File: src/rtl/audio_out_pkg.sv
`default_nettype none
// ============================================================================
// Module      : audio_out_pkg
// Description : Register map, bit positions and enums for audio_stream_out.
// Revision    : 1.0 - initial release
// ============================================================================
package audio_out_pkg;

  localparam logic [1:0] ADDR_DATA   = 2'd0;
  localparam logic [1:0] ADDR_CTRL   = 2'd1;
  localparam logic [1:0] ADDR_STATUS = 2'd2;
  localparam logic [1:0] ADDR_THRESH = 2'd3;

  localparam int CTRL_EN_BIT       = 0;
  localparam int CTRL_IRQ_EN_BIT   = 1;
  localparam int STAT_FULL_BIT     = 16;
  localparam int STAT_EMPTY_BIT    = 17;
  localparam int STAT_UNDERRUN_BIT = 24;
  localparam int STAT_OVERFLOW_BIT = 25;

  typedef enum logic [1:0] {
    IDLE        = 2'd0,
    FRAME_START = 2'd1,
    SHIFT       = 2'd2
  } seq_state_t;

  typedef enum logic {
    I2S = 1'b0,
    TDM = 1'b1
  } audio_mode_t;

endpackage
`default_nettype wire

File: src/rtl/audio_stream_out_fifo.sv
`default_nettype none
// ============================================================================
// Module      : sync_fifo
// Description : Single-clock FIFO with level; push while full is accepted
//               only when a pop happens in the same cycle.
// Revision    : 1.0 - initial release
// ============================================================================
module sync_fifo #(
  parameter int WIDTH = 16,
  parameter int DEPTH = 256
) (
  input  logic                   clk,
  input  logic                   rst,
  input  logic                   i_push,
  input  logic [WIDTH-1:0]       i_data,
  input  logic                   i_pop,
  output logic [WIDTH-1:0]       o_data,
  output logic                   o_full,
  output logic                   o_empty,
  output logic [$clog2(DEPTH):0] o_level
);

  localparam int AW = $clog2(DEPTH);

  logic [WIDTH-1:0] r_mem [DEPTH];
  logic [AW-1:0]    r_wr_ptr;
  logic [AW-1:0]    r_rd_ptr;
  logic [AW:0]      r_level;
  logic             w_do_push;
  logic             w_do_pop;

  assign o_full    = (r_level == (AW+1)'(DEPTH));
  assign o_empty   = (r_level == '0);
  assign o_level   = r_level;
  assign o_data    = r_mem[r_rd_ptr];
  assign w_do_pop  = i_pop & ~o_empty;
  assign w_do_push = i_push & (~o_full | w_do_pop);

  always_ff @(posedge clk) begin
    if (rst) begin
      r_wr_ptr <= '0;
      r_rd_ptr <= '0;
      r_level  <= '0;
    end else begin
      if (w_do_push) r_wr_ptr <= r_wr_ptr + AW'(1);
      if (w_do_pop)  r_rd_ptr <= r_rd_ptr + AW'(1);
      case ({w_do_push, w_do_pop})
        2'b10:   r_level <= r_level + (AW+1)'(1);
        2'b01:   r_level <= r_level - (AW+1)'(1);
        default: r_level <= r_level;
      endcase
    end
  end

  always_ff @(posedge clk) begin
    if (w_do_push) r_mem[r_wr_ptr] <= i_data;
  end

endmodule
`default_nettype wire

File: src/rtl/audio_stream_out.sv
`default_nettype none
// ============================================================================
// Module      : audio_stream_out
// Description : Avalon-MM sample FIFO feeding an I2S/TDM serialiser for WM8731.
// Revision    : 1.0 - initial release
// ============================================================================
module audio_stream_out #(
  parameter int SAMPLE_W = 16,
  parameter int SLOT_W   = 32,
  parameter int CHANNELS = 2,
  parameter int DEPTH    = 256,
  parameter int BCLK_DIV = 4,
  parameter int MODE     = 0
) (
  input  logic        clk,
  input  logic        reset,
  input  logic        chipselect,
  input  logic        write,
  input  logic        read,
  input  logic [1:0]  address,
  input  logic [31:0] writedata,
  output logic [31:0] readdata,
  output logic        source_ready,
  output logic        irq,
  output logic        aud_bclk,
  output logic        aud_lrck,
  output logic        aud_dacdat
);
  import audio_out_pkg::*;

  localparam int AW = $clog2(DEPTH);
  localparam int DW = $clog2(BCLK_DIV);
  localparam int SW = $clog2(SLOT_W);
  localparam int CW = $clog2(CHANNELS);
  localparam audio_mode_t C_MODE = (MODE == 1) ? TDM : I2S;

  seq_state_t         r_state, w_state_nx;
  logic               r_en, r_irq_en, r_underrun, r_overflow, r_commit;
  logic [15:0]        r_thresh;
  logic [31:0]        r_readdata, w_status;
  logic [DW-1:0]      r_div_cnt;
  logic               r_bclk, r_lrck, r_dacdat;
  logic [CW-1:0]      r_slot;
  logic [SW-1:0]      r_slot_bit;
  logic [SLOT_W-1:0]  r_shift, w_load_word;
  logic               w_push_req, w_pop, w_fifo_full, w_fifo_empty;
  logic [AW:0]        w_fifo_level;
  logic [SAMPLE_W-1:0] w_fifo_dout;
  logic               w_bclk_fall, w_last_bit, w_slot_end, w_level_ok;
  logic               w_fs_commit, w_fs_starve, w_ovf_evt, w_reg_wr, w_unused;

  assign w_reg_wr    = chipselect & write;
  assign w_push_req  = w_reg_wr & (address == ADDR_DATA);
  assign w_load_word = SLOT_W'(w_fifo_dout) << (SLOT_W - SAMPLE_W);
  assign w_level_ok  = (w_fifo_level >= (AW+1)'(CHANNELS));
  assign w_bclk_fall = (r_state == SHIFT) & r_bclk & (r_div_cnt == DW'(BCLK_DIV - 1));
  assign w_last_bit  = (r_slot == CW'(CHANNELS - 1)) & (r_slot_bit == SW'(SLOT_W - 1));
  assign w_slot_end  = w_bclk_fall & ~w_last_bit & (r_slot_bit == SW'(SLOT_W - 1));
  assign w_pop       = w_fs_commit | (w_slot_end & r_commit);
  assign w_ovf_evt   = w_push_req & w_fifo_full & ~w_pop;
  assign w_unused    = ^writedata;

  sync_fifo #(
    .WIDTH (SAMPLE_W),
    .DEPTH (DEPTH)
  ) u_fifo (
    .clk     (clk),
    .rst     (reset),
    .i_push  (w_push_req),
    .i_data  (writedata[SAMPLE_W-1:0]),
    .i_pop   (w_pop),
    .o_data  (w_fifo_dout),
    .o_full  (w_fifo_full),
    .o_empty (w_fifo_empty),
    .o_level (w_fifo_level)
  );

  always_ff @(posedge clk) begin
    if (reset) r_state <= IDLE;
    else       r_state <= w_state_nx;
  end

  always_comb begin
    w_state_nx  = r_state;
    w_fs_commit = 1'b0;
    w_fs_starve = 1'b0;
    case (r_state)
      IDLE: if (r_en) w_state_nx = FRAME_START;
      FRAME_START: begin
        if (!r_en) begin
          w_state_nx = IDLE;
        end else begin
          w_state_nx  = SHIFT;
          w_fs_commit = w_level_ok;
          w_fs_starve = ~w_level_ok;
        end
      end
      SHIFT: if (w_bclk_fall && w_last_bit) w_state_nx = FRAME_START;
      default: w_state_nx = IDLE;
    endcase
  end

  // Serial data trails the slot counter by one BCLK, so period 0 of a frame
  // carries the previous frame's last bit and the MSB lands one BCLK after LRCK.
  always_ff @(posedge clk) begin
    if (reset) begin
      r_div_cnt  <= '0;
      r_bclk     <= 1'b0;
      r_lrck     <= 1'b0;
      r_dacdat   <= 1'b0;
      r_slot     <= '0;
      r_slot_bit <= '0;
      r_shift    <= '0;
      r_commit   <= 1'b0;
    end else begin
      case (r_state)
        FRAME_START: begin
          r_div_cnt <= '0;
          r_bclk    <= 1'b0;
          if (!r_en) begin
            r_lrck   <= 1'b0;
            r_dacdat <= 1'b0;
          end else begin
            r_slot     <= '0;
            r_slot_bit <= '0;
            r_commit   <= w_fs_commit;
            r_shift    <= w_fs_commit ? w_load_word : '0;
            r_lrck     <= (C_MODE == TDM);
          end
        end
        SHIFT: begin
          if (r_div_cnt == DW'(BCLK_DIV - 1)) begin
            r_div_cnt <= '0;
            r_bclk    <= ~r_bclk;
          end else begin
            r_div_cnt <= r_div_cnt + DW'(1);
          end
          if (w_bclk_fall) begin
            r_dacdat <= r_shift[SLOT_W-1];
            if (!w_last_bit) begin
              if (C_MODE == TDM) r_lrck <= 1'b0;
              if (w_slot_end) begin
                r_slot_bit <= '0;
                r_slot     <= r_slot + CW'(1);
                r_shift    <= r_commit ? w_load_word : '0;
                if (C_MODE == I2S) r_lrck <= 1'b1;
              end else begin
                r_slot_bit <= r_slot_bit + SW'(1);
                r_shift    <= r_shift << 1;
              end
            end
          end
        end
        default: begin
          r_div_cnt <= '0;
          r_bclk    <= 1'b0;
          r_lrck    <= 1'b0;
          r_dacdat  <= 1'b0;
        end
      endcase
    end
  end

  always_comb begin
    w_status                    = '0;
    w_status[15:0]              = 16'(w_fifo_level);
    w_status[STAT_FULL_BIT]     = w_fifo_full;
    w_status[STAT_EMPTY_BIT]    = w_fifo_empty;
    w_status[STAT_UNDERRUN_BIT] = r_underrun;
    w_status[STAT_OVERFLOW_BIT] = r_overflow;
  end

  // Sticky flags: a set event in the same cycle as a clear wins.
  always_ff @(posedge clk) begin
    if (reset) begin
      r_en       <= 1'b0;
      r_irq_en   <= 1'b0;
      r_thresh   <= 16'(DEPTH / 2);
      r_underrun <= 1'b0;
      r_overflow <= 1'b0;
      r_readdata <= '0;
    end else begin
      if (w_reg_wr && address == ADDR_CTRL) begin
        r_en     <= writedata[CTRL_EN_BIT];
        r_irq_en <= writedata[CTRL_IRQ_EN_BIT];
      end
      if (w_reg_wr && address == ADDR_THRESH) r_thresh <= writedata[15:0];
      r_underrun <= w_fs_starve | (r_underrun &
                    ~(w_reg_wr && address == ADDR_STATUS && writedata[STAT_UNDERRUN_BIT]));
      r_overflow <= w_ovf_evt | (r_overflow &
                    ~(w_reg_wr && address == ADDR_STATUS && writedata[STAT_OVERFLOW_BIT]));
      if (chipselect && read) begin
        case (address)
          ADDR_CTRL:   r_readdata <= {30'd0, r_irq_en, r_en};
          ADDR_STATUS: r_readdata <= w_status;
          ADDR_THRESH: r_readdata <= {16'd0, r_thresh};
          default:     r_readdata <= '0;
        endcase
      end
    end
  end

  assign readdata     = r_readdata;
  assign source_ready = ~w_fifo_full;
  assign irq          = r_irq_en & ((16'(w_fifo_level) < r_thresh) | r_underrun | r_overflow);
  assign aud_bclk     = r_bclk;
  assign aud_lrck     = r_lrck;
  assign aud_dacdat   = r_dacdat;

endmodule
`default_nettype wire

File: config.mk
export PLATFORM = sky130hd
export DESIGN_NAME = audio_stream_out
export DESIGN_NICKNAME = d
export VERILOG_FILES = /design/src/rtl/audio_out_pkg.sv /design/src/rtl/audio_stream_out_fifo.sv /design/src/rtl/audio_stream_out.sv
export SDC_FILE = /design/constraint.sdc
export NUM_CORES = 2
export LEC_CHECK = 0
export ABC_AREA = 1
export CORE_ASPECT_RATIO = 1.2
export CORE_MARGIN = 1.5
export CORE_UTILIZATION = 35
export DETAILED_ROUTE_END_ITERATION = 7
export MAX_ROUTING_LAYER = met4
export PLACE_DENSITY_LB_ADDON = 0.1
export SETUP_SLACK_MARGIN = 0.3
export SYNTH_ARGS = -nofsm -noshare
export SYNTH_HDL_FRONTEND = slang
export SYNTH_SLANG_ARGS = --single-unit
File: constraint.sdc
create_clock -name clk -period 3.49 [get_ports clk]
set_input_delay 0.5235 -clock clk [delete_from_list [all_inputs] [get_ports clk]]
set_output_delay 0.5235 -clock clk [all_outputs]
set_load 0.005 [all_outputs]
# Yosys cells after proc, flatten, opt, wreduce, memory -nomap -nowiden

Memory sizes are Yosys's and may differ from the RTL's. A register that Yosys moved wholly into a read port is not among the register bits.
Index checks and enable logic that the tools add are counted.

Register bits after elaboration: 123
Memories: 1
Logic and storage cells: 129
Memory bits (writable): 4,096
Output and inout port bits: 37
Bits of input ports: 39

Memories:

| name         | words | width | read ports | clocked after Yosys merged registers in | write ports | line                        | text |
|---|---|---|---|---|---|---|---|
| u_fifo.r_mem | 256   | 16    | 1          | 1                                       | 1           | audio_stream_out_fifo.sv:25 | `logic [WIDTH-1:0] r_mem [DEPTH];` |

Bitwise operators: 30
Order comparisons: 2
Eq/ne operators: 17
Multiplexer cells: 34
Reduce and logical (&&, ||, !) cells: 20
Add/sub/neg operators: 7

Operators with widths:

| cell                  | number |
|---|---|
| $mux W32              | 6 |
| $pmux W26 S3          | 1 |
| $pmux W32 S2          | 1 |
| $mux W5               | 4 |
| $pmux W9 S2           | 1 |
| $add A8 B1 Y8 const B | 2 |
| $lt A9 B16 Y1         | 1 |
| $mux W8               | 2 |
| $and A1 B1 Y1         | 15 |
| $mux W1               | 12 |
| $ne A2 B2 Y1 const B  | 6 |
| $eq A2 B2 Y1 const B  | 5 |
| $pmux W5 S2           | 1 |
| $add A9 B1 Y9 const B | 1 |
| $eq A9 B9 Y1 const B  | 1 |
| $ge A9 B2 Y1 const B  | 1 |
| $logic_not A9 Y1      | 1 |
| $not A1 Y1            | 9 |
| $sub A9 B1 Y9 const B | 1 |
| $logic_and A1 B1 Y1   | 7 |
| $eq A2 B1 Y1 const B  | 3 |
| $mux W2               | 3 |
| $or A1 B1 Y1          | 6 |
| $pmux W2 S3           | 1 |
| other kinds (14)      | 19 |

# Longest topological paths before layout

Depth in word-level cells: 12
Gate-level depth with buffers: 25
Depth with buffers taken out: 25

# Hierarchy

A second synthesis with hierarchy kept.

Cells, all modules: 14,173
Area total of the unflattened synthesis: 170,258.3 um2

By module, submodules not included:

| module           | cells each | area each (um2) | instances | seq. area each (um2) |
|---|---|---|---|---|
| sync_fifo        | 13,747     | 167,040.2       | 1         | 123,658.6 |
| audio_stream_out | 426        | 3,218.1         | 1         | 1,401.3 |

# Least setup slack after synthesis

OpenSTA, ideal clock, no wires.

Kind: register -> register
Start: register r_slot_bit[0]
End: memory u_fifo.r_mem[191][0] (enable)
Path slack: -0.334 ns
Buffers on the path: 0
Setup time: 0.430 ns
Period minus slack after synthesis: 3.824 ns
Cell stages (with the launch flop): 13
Arrival time: 3.393 ns
Data required time: 3.060 ns
Path through: dfxtp_1 ha_1 inv_1 nor3_1 ha_1 inv_1 nor2_1 nand3_1 nand3_1 nand2_2 nor2_1 nand3_2 nor4_1

Word-level cells in the longest chain between the ends: 12

Ends and longest elaborated chain:

| what                            | line                                           | text |
|---|---|---|
| start: declaration              | audio_stream_out.sv:44                         | `logic [SW-1:0] r_slot_bit;` |
| start signal: assignment        | audio_stream_out.sv:148                        | `r_slot_bit <= r_slot_bit + SW'(1);` |
| $eq A5 B5 Y1 *                  | audio_stream_out.sv:57, audio_stream_out.sv:58 |  |
| $and A1 B1 Y1                   | audio_stream_out.sv:57                         | `assign w_last_bit = (r_slot == CW'(CHANNELS - 1)) & (r_slot_bit == SW'(SLOT_W - 1));` |
| $not A1 Y1 (no source line)     | --                                             |  |
| $and A1 B1 Y1                   | audio_stream_out.sv:58                         | `assign w_slot_end = w_bclk_fall & ~w_last_bit & (r_slot_bit == SW'(SLOT_W - 1));` |
| $and A1 B1 Y1 *                 | audio_stream_out.sv:58                         |  |
| $and A1 B1 Y1 *                 | audio_stream_out.sv:59                         | `assign w_pop = w_fs_commit \| (w_slot_end & r_commit);` |
| $or A1 B1 Y1 *                  | audio_stream_out.sv:59                         |  |
| $and A1 B1 Y1 *                 | audio_stream_out_fifo.sv:36                    | `assign w_do_pop = i_pop & ~o_empty;` |
| $or A1 B1 Y1 *                  | audio_stream_out_fifo.sv:37                    | `assign w_do_push = i_push & (~o_full \| w_do_pop);` |
| $and A1 B1 Y1 *                 | audio_stream_out_fifo.sv:37                    |  |
| $mux W1 *                       | audio_stream_out_fifo.sv:56                    | `if (w_do_push) r_mem[r_wr_ptr] <= i_data;` |
| $mux W1 (not written as such) * | audio_stream_out_fifo.sv:56                    |  |
| end: declaration                | audio_stream_out_fifo.sv:25                    |  |

Mark *: on every way between the ends. The rest lies on a longest branch, timed or not.

==> flow_metrics.env <==
export IMPL_initial_core_util=0.351
export IMPL_rrSetupSlack_ns=0.33
export IMPL_via_per_inst=5.36
export IMPL_synth_edf_count=4096
export IMPL_ctsRootBufferMaster="clkbuf_16"
export IMPL_clk_pin_slew_ns=0.06
export IMPL_synth_top_area_share=0.735
export IMPL_worst_hold_path_type="in2reg"
export IMPL_clk_latency_ns=1.03
export IMPL_synth_seq_cells=4199
export IMPL_drtIter0Drc=10800
export IMPL_grt_max_degree=144
export IMPL_fin_cells=20700
export IMPL_cts_sinks=4199
export IMPL_grt_pass1_vias=108000
export IMPL_drc=0
export IMPL_vdd_drop_max_v=0.000411
export IMPL_outcome="finished clean"
export IMPL_cts_max_path_buffers=4
export IMPL_gp_congestion=0.861
export IMPL_setup_ws_ns=0.329
export IMPL_use_met1=0.309
export IMPL_antenna_found_initial=29
export IMPL_ys_async_sr_fraction=0
export IMPL_hp_start="writedata[3]"
export IMPL_min_to="u_fifo.r_mem[176][3]"
export IMPL_met2_usage=0.384
export IMPL_syn_area_um2=167000
export IMPL_dpl_hpwl_um=339000
export IMPL_rr_worst_depth=18
export IMPL_area_delta_synth_final_pct=19.4
export IMPL_fin_crit_sh=0.906
export IMPL_tritoncts_num_buffers=433
export IMPL_worst_slew_pin_transition_ns=1.18
export IMPL_cts_tree="yes"
export IMPL_p_leak_nw=66.9
export IMPL_dieWidth_um=634
export IMPL_fin_nets=14100
export IMPL_hold_viol_final=0
export IMPL_final_setup_viol_count=0
export IMPL_path_class="reg2reg"
export IMPL_ys_types=42
export IMPL_fmax_mhz=316
export IMPL_power_density_nw_per_um2=510
export IMPL_gr_usage_all_layers=0.235
export IMPL_finalPower_mw=102
export IMPL_timing_max_transition_violations_final=0
export IMPL_cp_max_fo=22
export IMPL_synth_top_area_cell="edfxtp_1"
export IMPL_avgSynthCellArea_um2=12.4
export IMPL_die_y_um=761
export IMPL_whs_path_depth=1
export IMPL_synth_cells=13500
export IMPL_grt_ovfl_total=0
export IMPL_synth_area_leaders="edfxtp_1, nand3_1, o21ai_0"
export IMPL_yosys_warnings=0
export IMPL_wl_per_cell_um=27.6
export IMPL_ys_flop_type="edfxtp_1"
export IMPL_totalWireLength_um=572000
export IMPL_fin_crit_ns=3.16
export IMPL_dp_cells=19800
export IMPL_endpoint_kind="flip-flop"
export IMPL_busiest_layer="met2"
export IMPL_drive_gt1_frac=0.128
export IMPL_cp_required_ns=4.43
export IMPL_cp_arrival_ns=4.11
export IMPL_rsz0062_at_grt="true"
export IMPL_ys_seq_area_frac=0.747
export IMPL_core_um2=477000
export IMPL_ios=76
export IMPL_maxCapViolCount=0
export IMPL_row_count=278
export IMPL_htree_levels=5
export IMPL_place_ws_ns=-0.0541
export IMPL_numPortBuffers=49
export IMPL_start_kind="flip-flop"
export IMPL_antenna_left=0
export IMPL_slew_headroom=0.215
export IMPL_grtUsageMet3=0.0248
export IMPL_grt_pass1_wl_um=798000
export IMPL_first_pass_iters=8
export IMPL_fin_worst_skew_ns=0.0599
export IMPL_r2r_end="r_shift[26]"
export IMPL_die_area_um2=483000
export IMPL_vias=111000
==> worst max-delay path, cell delays in order, from the launching register on <==
cell       delay (ns)
dfxtp_4          0.39
buf_12           0.14
buf_12           0.13
buf_16           0.17
buf_4            0.22
clkbuf_16        0.24
buf_4            0.14
o21ai_0          0.07
o22ai_1          0.34
nand2_1          0.12
nand3_1          0.10
nand3_1          0.07
nand3_1          0.08
nand3_1          0.09
buf_4            0.19
nand3_1          0.11
buf_4            0.18
nand3_1          0.08
a21oi_1          0.13
==> cells by family (layout without fill, tap and decap cells) <==
kind of cell             count (synthesis)  count (layout)  share of synthesized area
flip-flops                            4199            4199                      0.747
AO/OA/AOI/OAI                         2642            2642                     0.0844
AND/OR/NAND/NOR                       5306            5306                      0.133
adder cells (fa/ha/maj)                 17              17                    0.00127
buffers and inverters                 1325            2201                     0.0340
other                                    1              21                  0.0000224
XOR/XNOR                                 2               2                   0.000105
==> worst max path at each step <==
stage	start	endpoint	slack [ns]	depth (start not counted)
3_3_place_gp	flip-flop	r_shift[18]	-0.04	14
2_1_floorplan	r_slot_bit[0]	u_fifo.r_mem[107][0]	0.33	13
5_1_grt	r_thresh[1]	irq	0.20	11
4_1_cts	r_thresh[1]	irq	0.19	11
3_5_place_dp	flip-flop	r_shift[18]	-0.05	14
6_report	flip-flop	r_shift[26]	0.33	18
==> synth_stat cells (all sizes together) (4+ instances only) <==
cell and instances:
dfxtp 103, nand3 1859, a21oi 299, a22oi 7, o211ai 4, buf 428, nor2 1675, edfxtp 4096
inv 351, nand4 6, clkbuf 545, a31oi 8, nor3 17, ha 17, nand2 1740, o21ai 1633
o22ai 686
==> sequential cells by signal, summed over array words and instances, names as in the netlist, named ones only <==
register         flops
u_fifo.r_mem      4096
readdata            20
r_shift             16
r_thresh            16
u_fifo.o_level       9
u_fifo.r_rd_ptr      8
u_fifo.r_wr_ptr      8
r_slot_bit           5
r_div_cnt            2
r_state              2
aud_bclk             1
aud_dacdat           1
aud_lrck             1
r_commit             1
r_en                 1
r_irq_en             1
r_overflow           1
r_slot               1
r_underrun           1
==> final cells by class <==
type / count / area, um^2
sequential: 4199 / 125000
fill: 44100 / 277000
inverter: 352 / 1400
clock buffer: 541 / 11400
multi-input combinational: 7979 / 37700
tap: 6300 / 7880
clock inverter: 249 / 2110
timing repair buffer: 1059 / 14300
antenna: 9 / 22.5
==> repair_timing <==
item | CTS | global route
pin swaps | 16 | 18
buffers inserted | 34 | 22
gates resized for setup | 156 | 131
hold endpoints to repair | 184 | 0
hold buffers | 14 | 0
setup endpoints to repair | 4003 | 3814
gates cloned | 15 | 20
==> cells in the final DEF, fill, tap and decap left out, types with 39 or more instances in the layout <==
master / Yosys / final
nor2_1: 1675 / 1548
clkinv_1: 1 / 106
edfxtp_1: 4096 / 4096
clkinv_2: 0 / 77
clkbuf_16: 0 / 459
buf_16: 0 / 39
buf_12: 0 / 377
nand3_1: 1857 / 1798
buf_6: 19 / 39
clkbuf_1: 544 / 98
nand3_2: 2 / 53
a21oi_1: 299 / 299
nor2_2: 0 / 106
inv_1: 344 / 339
o22ai_1: 686 / 679
dfxtp_1: 103 / 91
o21ai_0: 1628 / 1625
buf_4: 65 / 515
nand2_1: 1738 / 1730
==> where the power goes <==
group / internal, mW / switching [mW]
sequential: 55.3 / 0.0128
combinational: 0.249 / 1.32
clock: 25.4 / 19.8
==> per-stage QoR <==
step	hold WS [ns]	utilization	setup TNS, ns	area [um^2]
after CTS	0.0421	0.416	0	199000
after detailed placement	0.421	0.385	-0.118	184000
final	0.0876	0.419	0	200000
after global routing	0.0870	0.419	0	200000
after global placement	0.413	0.385	-0.220	184000
after floorplan	0.404	-	0	167000
==> layer usage <==
metal / part of all wire / vias to the layer above
li1: - / 50300
met1: 0.42 / 56400
met2: 0.49 / 3495
met3: 0.053 / 758
met4: 0.036 / 0
met5: 0 / -
Note: power is estimated with default switching activity, not from simulation.
